## config.mk

```make
export PLATFORM = sky130hd
export DESIGN_NAME = hc_mmio_rd_responder
export DESIGN_NICKNAME = d
export VERILOG_FILES = /design/src/rtl/hc_mmio_rd_responder.sv
export SDC_FILE = /design/constraint.sdc
export NUM_CORES = 1
export LEC_CHECK = 0
export ABC_CLOCK_PERIOD_IN_PS = 1900
export CORE_AREA = 2 2 364 366
export CTS_BUF_LIST = sky130_fd_sc_hd__clkbuf_16
export CTS_CLUSTER_DIAMETER = 30
export DETAILED_ROUTE_END_ITERATION = 10
export DIE_AREA = 0 0 366 368
export GPL_ROUTABILITY_DRIVEN = 0
export PLACE_DENSITY = 0.37
export SLEW_MARGIN = 30
export SYNTH_ARGS = -nofsm -noshare
export SYNTH_HDL_FRONTEND = slang
export SYNTH_SLANG_ARGS = --single-unit
```

## constraint.sdc

```tcl
create_clock -name clk -period 1.9 [get_ports clk]
set_clock_uncertainty 0.1 [all_clocks]
set_input_delay 0.285 -clock clk [delete_from_list [all_inputs] [get_ports clk]]
set_output_delay 0.285 -clock clk [all_outputs]
set_load 0.05 [all_outputs]
```

## src/rtl/hc_mmio_rd_responder.sv

```systemverilog
// hc_ccip_pkg: minimal CCI-P channel types used by the MMIO read responder,
// plus the HardCloud buffer table entry layout.
package hc_ccip_pkg;

   localparam int unsigned MMIO_ADDR_W = 16;
   localparam int unsigned MMIO_TID_W  = 9;
   localparam int unsigned MMIO_DATA_W = 64;
   localparam int unsigned CL_DATA_W   = 512;
   localparam int unsigned C0_HDR_W    = 28;

   // c0 response header; opaque here, reinterpreted as an MMIO request header
   typedef logic [C0_HDR_W-1:0] t_ccip_c0_RspMemHdr;

   typedef struct packed {
      logic [MMIO_ADDR_W-1:0] address;   // 4-byte units
      logic [1:0]             length;    // 0: 4B, 1: 8B
      logic                   rsvd;
      logic [MMIO_TID_W-1:0]  tid;
   } t_ccip_c0_ReqMmioHdr;

   typedef struct packed {
      t_ccip_c0_RspMemHdr   hdr;
      logic [CL_DATA_W-1:0] data;
      logic                 rspValid;
      logic                 mmioRdValid;
      logic                 mmioWrValid;
   } t_if_ccip_c0_Rx;

   typedef struct packed {
      logic [MMIO_TID_W-1:0] tid;
   } t_ccip_c2_RspMmioHdr;

   typedef struct packed {
      t_ccip_c2_RspMmioHdr    hdr;
      logic                   mmioRdValid;
      logic [MMIO_DATA_W-1:0] data;
   } t_if_ccip_c2_Tx;

   // Buffer table entry: address in [95:32], size in [31:0]
   typedef struct packed {
      logic [63:0] address;
      logic [31:0] size;
   } t_hc_buffer;

endpackage

// hc_mmio_rd_responder: answers host MMIO reads on CCI-P c0 with CSR
// contents on c2, two-stage pipeline, one read per cycle, no back-pressure.
// Ports:
//   clk, reset_n     CCI-P clock, async active-low reset
//   rx_c0            host c0 channel (only mmioRdValid and hdr are used)
//   tx_c2            MMIO read response (registered)
//   csr_dsm_base     DSM base register
//   csr_control      HC_CONTROL register
//   csr_buffers      packed t_hc_buffer array, entry i at [96*i +: 96]
//   status           {rd_state[2:0], wr_state[2:0], busy, done}
//   rd_count         responses issued since reset (registered, wraps)
module hc_mmio_rd_responder
   import hc_ccip_pkg::*;
#(
   parameter logic [63:0] AFU_ID_L    = 64'h0,
   parameter logic [63:0] AFU_ID_H    = 64'h0,
   parameter logic [63:0] DFH_VALUE   = 64'h1000_0000_0000_1000,
   parameter int unsigned BUFFER_SIZE = 2
) (
   input  logic                         clk,
   input  logic                         reset_n,
   input  t_if_ccip_c0_Rx               rx_c0,
   output t_if_ccip_c2_Tx               tx_c2,
   input  logic [63:0]                  csr_dsm_base,
   input  logic [31:0]                  csr_control,
   input  logic [BUFFER_SIZE*96-1:0]    csr_buffers,
   input  logic [7:0]                   status,
   output logic [15:0]                  rd_count
);

   localparam int unsigned QW_IDX_W     = 7;     // 8-byte slots below byte 0x400
   localparam int unsigned BUF_W        = 96;
   localparam int unsigned BUF_BASE_IDX = 36;    // byte 0x120
   localparam int unsigned MAX_SLOTS    = 13;    // table ends before 0x1F0
   localparam int unsigned NUM_SLOTS    = (BUFFER_SIZE < MAX_SLOTS) ? BUFFER_SIZE : MAX_SLOTS;

   localparam logic [QW_IDX_W-1:0] IDX_DFH      = 7'h00;
   localparam logic [QW_IDX_W-1:0] IDX_AFU_ID_L = 7'h01;
   localparam logic [QW_IDX_W-1:0] IDX_AFU_ID_H = 7'h02;
   localparam logic [QW_IDX_W-1:0] IDX_DSM_BASE = 7'h22;
   localparam logic [QW_IDX_W-1:0] IDX_CONTROL  = 7'h23;
   localparam logic [QW_IDX_W-1:0] IDX_STATUS   = 7'h3E;
   localparam logic [QW_IDX_W-1:0] IDX_RD_COUNT = 7'h3F;

   t_ccip_c0_ReqMmioHdr    req_hdr_c;
   logic                   in_window_c;
   logic [QW_IDX_W-1:0]    qw_idx_c;
   logic [63:0]            word_c;
   logic                   is_cnt_c;

   logic                   s1_valid;
   logic [MMIO_TID_W-1:0]  s1_tid;
   logic                   s1_len8;
   logic                   s1_hi;
   logic                   s1_is_cnt;
   logic [63:0]            s1_word;

   logic [63:0]            rsp_word_c;
   logic [63:0]            rsp_data_c;

   // Request decode: select the 64-bit CSR word for the 8-byte slot
   always_comb begin
      req_hdr_c   = t_ccip_c0_ReqMmioHdr'(rx_c0.hdr);
      in_window_c = (req_hdr_c.address[MMIO_ADDR_W-1:8] == 8'h0);
      qw_idx_c    = req_hdr_c.address[7:1];
      word_c      = 64'h0;
      is_cnt_c    = 1'b0;
      if (in_window_c) begin
         case (qw_idx_c)
            IDX_DFH:      word_c = DFH_VALUE;
            IDX_AFU_ID_L: word_c = AFU_ID_L;
            IDX_AFU_ID_H: word_c = AFU_ID_H;
            IDX_DSM_BASE: word_c = csr_dsm_base;
            IDX_CONTROL:  word_c = {32'h0, csr_control};
            IDX_STATUS:   word_c = {56'h0, status};
            // resolved in stage 2 so back-to-back count reads stay exact
            IDX_RD_COUNT: is_cnt_c = 1'b1;
            default:      word_c = 64'h0;
         endcase
         for (int unsigned i = 0; i < NUM_SLOTS; i++) begin
            if (qw_idx_c == QW_IDX_W'(BUF_BASE_IDX + 2*i))
               word_c = csr_buffers[BUF_W*i+32 +: 64];
            if (qw_idx_c == QW_IDX_W'(BUF_BASE_IDX + 2*i + 1))
               word_c = {32'h0, csr_buffers[BUF_W*i +: 32]};
         end
      end
   end

   // Stage 1: capture request attributes and the selected word
   always_ff @(posedge clk or negedge reset_n) begin
      if (!reset_n) begin
         s1_valid  <= 1'b0;
         s1_tid    <= '0;
         s1_len8   <= 1'b0;
         s1_hi     <= 1'b0;
         s1_is_cnt <= 1'b0;
         s1_word   <= 64'h0;
      end else begin
         s1_valid  <= rx_c0.mmioRdValid;
         s1_tid    <= req_hdr_c.tid;
         s1_len8   <= req_hdr_c.length[0];
         s1_hi     <= req_hdr_c.address[0];
         s1_is_cnt <= is_cnt_c;
         s1_word   <= word_c;
      end
   end

   // Stage 2 data: count value is pre-increment for this response
   always_comb begin
      rsp_word_c = s1_is_cnt ? {48'h0, rd_count} : s1_word;
      rsp_data_c = rsp_word_c;
      if (!s1_len8)
         rsp_data_c = s1_hi ? {32'h0, rsp_word_c[63:32]} : {32'h0, rsp_word_c[31:0]};
   end

   // Stage 2: response register and response counter
   always_ff @(posedge clk or negedge reset_n) begin
      if (!reset_n) begin
         tx_c2    <= '0;
         rd_count <= 16'h0;
      end else begin
         tx_c2.mmioRdValid <= s1_valid;
         tx_c2.hdr.tid     <= s1_tid;
         tx_c2.data        <= rsp_data_c;
         rd_count          <= rd_count + 16'(s1_valid);
      end
   end

   // Fields this responder does not consume
   logic unused_c;
   assign unused_c = ^{rx_c0.data, rx_c0.rspValid, rx_c0.mmioWrValid,
                       req_hdr_c.rsvd, req_hdr_c.length[1]};

endmodule

```

==> impl_metrics.json, run 1 <==
{
  "status": "complete, no violations",
  "die-area_um2": 135000,
  "ys_seq_area_share_pct": 51.2,
  "grt_overflow": 0,
  "dp_cells": 3026,
  "startpoint_type": "primary input",
  "grt_pass1_vias": 9011,
  "cp_max_fo": 6,
  "cts.htree.levels": 4,
  "first_iter_violations": 375,
  "vias_per_cell": 2.73,
  "synth.area.top_cells": "dfrtp_1 51%, mux2i_1 5.9%, nand2_1 5.2%",
  "stdcell_count": 3066,
  "dr.pass1.iters": 5,
  "finalHoldViolations": 0,
  "cts_max_path_buffers": 2,
  "syn_inst": 813,
  "setup.worst_path.class": "primary input to flip-flop",
  "syn_area_um2": 8160,
  "ioPinCount": 931,
  "nFillCells": 15200,
  "crit_family": "buffers and inverters",
  "multiInputGateArea_um2": 3700,
  "holdWs_ps": 124,
  "syn2layout_area_growth_pct": 94.6,
  "antenna_left": 0,
  "ys_top_cells_by_count": "167 x dfrtp_1, 114 x nand2_1, 58 x a21oi_1",
  "slew_headroom_pct": 65.7,
  "synth_top_area_share_pct": 51.2,
  "synth_flop_cell": "dfrtp_1",
  "cap_violations": 0,
  "finalCritPeriodShare_pct": 96.1,
  "nets": 2138,
  "synth_seq_cells": 167,
  "vias": 8363,
  "clk_pin_slew_ps": 80,
  "io_buffers": 414,
  "post-synth-top-count-cell": "dfrtp_1",
  "yosysUniqueCellTypes": 49,
  "final.setup.worst_slack_ps": 74.1,
  "worst_ep_arrival_time_ps": 2100,
  "cp_slowest_cell": "clkdlybuf4s50_1",
  "rsz0062_at_grt": "false",
  "synth_edf_count": 0,
  "grt_pass1_wl_mm": 80.6,
  "power.density_nw_per_um2": 597,
  "drive_gt1_share_pct": 21.3,
  "drc_errors": 0,
  "clock_sinks": 167,
  "tritoncts": "yes",
  "async_reset_ff_share_pct": 100,
  "synth_top_area_cell": "dfrtp_1",
  "core_um2": 131000,
  "drt_wl_total_mm": 61.8,
  "cp_cell_sequence": "clkdlybuf4s50_1 -> clkinv_1 -> buf_4 -> o22ai_1 -> a22oi_1 -> a211oi_1",
  "numCtsBuffers": 17,
  "cts_root_buf": "clkbuf_16",
  "dp_slack_ps": -543,
  "hp-class": "primary input to flip-flop",
  "setup_viol": 0,
  "cpPeakStageDelay_ps": 650,
  "grt_max_degree": 45,
  "end_kind": "flip-flop",
  "regArea_um2": 4180,
  "start_util_pct": 6.24,
  "worst-path-buf-inv": 3,
  "dieWidth_um": 366,
  "wire_per_inst_um": 20.1,
  "tightestPinTransition_ps": 516,
  "clk_latency_ps": 490,
  "finalPower_mw": 9.47,
  "cp.required_ps": 2170,
  "syn_avg_cell_area_um2": 10.0,
  "min_period_ps": 1830,
  "grtUsageTotal_pct": 9.01,
  "fmaxAchievable_ghz": 0.548,
  "p_leak_nw": 6.24,
  "row_count": 133,
  "hpwl_mm": 51.5,
  "drv_slew": 0,
  "antenna_found_initial": 18,
  "die_h_um": 368,
  "ir_drop_mv": 0.540,
  "synth_fp_nets": 1656,
  "yosysWarnings": 0,
  "r2r_setup_slack_ps": 250
}
[layer usage]
layer | track usage [%] | vias to the layer above | routed length [µm]
met3 | 3.33 | 48 | 4660
li1 | - | 3896 | -
met1 | 11.1 | 4036 | 27300
met2 | 14.5 | 373 | 28400
met5 | 0 | - | 51
met4 | 2.73 | 10 | 1350
[path summary, 6_finish.rpt]
check,start,to,depth (start not counted)
setup reg to reg,s1_valid,rd_count[15],7
setup / recovery,rx_c0[530],s1_word[1],6
hold reg to reg,s1_tid[4],tx_c2[69],0
max in group asynchronous,reset_n,rd_count[5],3
hold / removal,rx_c0[517],s1_tid[2],1
min in group asynchronous,reset_n,s1_word[19],2
[what timing repair did]
action                     CTS  global route
setup endpoints to repair    6            23
resized for setup            6            10
hold buffers                 1             0
buffers inserted             0             2
cloned                       0             2
hold endpoints to repair   167             0
pin swaps                    0             2
[cell families (layout without fill, tap and decap cells)]
kind of cell / count (synthesis) / after routing / share of synthesized area (%)
other: 0 / 3 / 0
AND/OR/NAND/NOR: 256 / 256 / 15.9
buffers and inverters: 75 / 570 / 3.88
flip-flops: 167 / 167 / 51.2
adder cells (fa/ha/maj): 2 / 2 / 0.307
XOR/XNOR: 14 / 14 / 1.50
multiplexers: 74 / 74 / 9.48
AO/OA/AOI/OAI: 225 / 225 / 17.7
[registers in the layout (all words and copies together), names as in the netlist]
name and count:
rd_count 16, s1_hi 1, s1_is_cnt 1, s1_len8 1
s1_tid 9, s1_valid 1, s1_word 64, tx_c2 74
[metrics by stage]
stage                     TNS, ps  cell area [µm²]  utilization (%)
after floorplan                 0             8160                -
after global placement     -27720            15200             11.6
after detailed placement   -27870            15200             11.6
after CTS                       0            15700             12.0
after global routing            0            15900             12.1
final                           0            15900             12.1
[layout make-up]
| type | instances | area share (%) |
|---|---|---|
| Clock inverter | 15 | 0.804 |
| Tap cell | 1755 | 13.8 |
| Multi-Input combinational cell | 571 | 23.3 |
| Inverter | 4 | 0.0946 |
| Sequential cell | 167 | 26.4 |
| Antenna cell | 3 | 0.0473 |
| Timing Repair Buffer | 534 | 32.8 |
| Clock buffer | 17 | 2.68 |
[where the power goes]
part	switching (mW)	total [mW]	internal, mW
logic	1.01	2.07	1.06
clock network	1.82	3.63	1.81
registers	0.124	3.77	3.65
[placed cells by master (no fill, tap or decap), types with 3 or more instances in the layout]
master           count
and2_1              34
o21ai_0             24
nand2b_1             6
diode_2              3
and3_1              23
a22oi_1             34
nand4_1              3
xor2_1               5
a21oi_1             58
nor2_1               7
clkinv_2             3
inv_1                5
clkdlybuf4s50_1    317
a211oi_1            30
nor3_1               6
a31oi_1              3
inv_6                4
nor2b_1             29
o22a_1               4
o22ai_1             52
nor4_1               3
buf_4              176
nand2_1            113
mux2i_1             48
dfrtp_1            165
buf_12              25
a2bb2oi_1            4
clkbuf_16           19
mux2_2              26
xnor2_1              9
nand3_1             18
dlygate4sd2_1        6
dlymetal6s2s_1       4
Note: power is estimated with default switching activity, not from simulation.
==> inputs of run 2 (changes only) <==
--- a/config.mk
+++ b/config.mk
@@ -13,6 +13,7 @@
 export DIE_AREA = 0 0 366 368
 export GPL_ROUTABILITY_DRIVEN = 0
 export PLACE_DENSITY = 0.37
+export SKIP_LAST_GASP = 1
 export SLEW_MARGIN = 30
 export SYNTH_ARGS = -nofsm -noshare
 export SYNTH_HDL_FRONTEND = slang
==> results of run 2 <==
Final layout, timing and power as in run 1 (identical DEF).
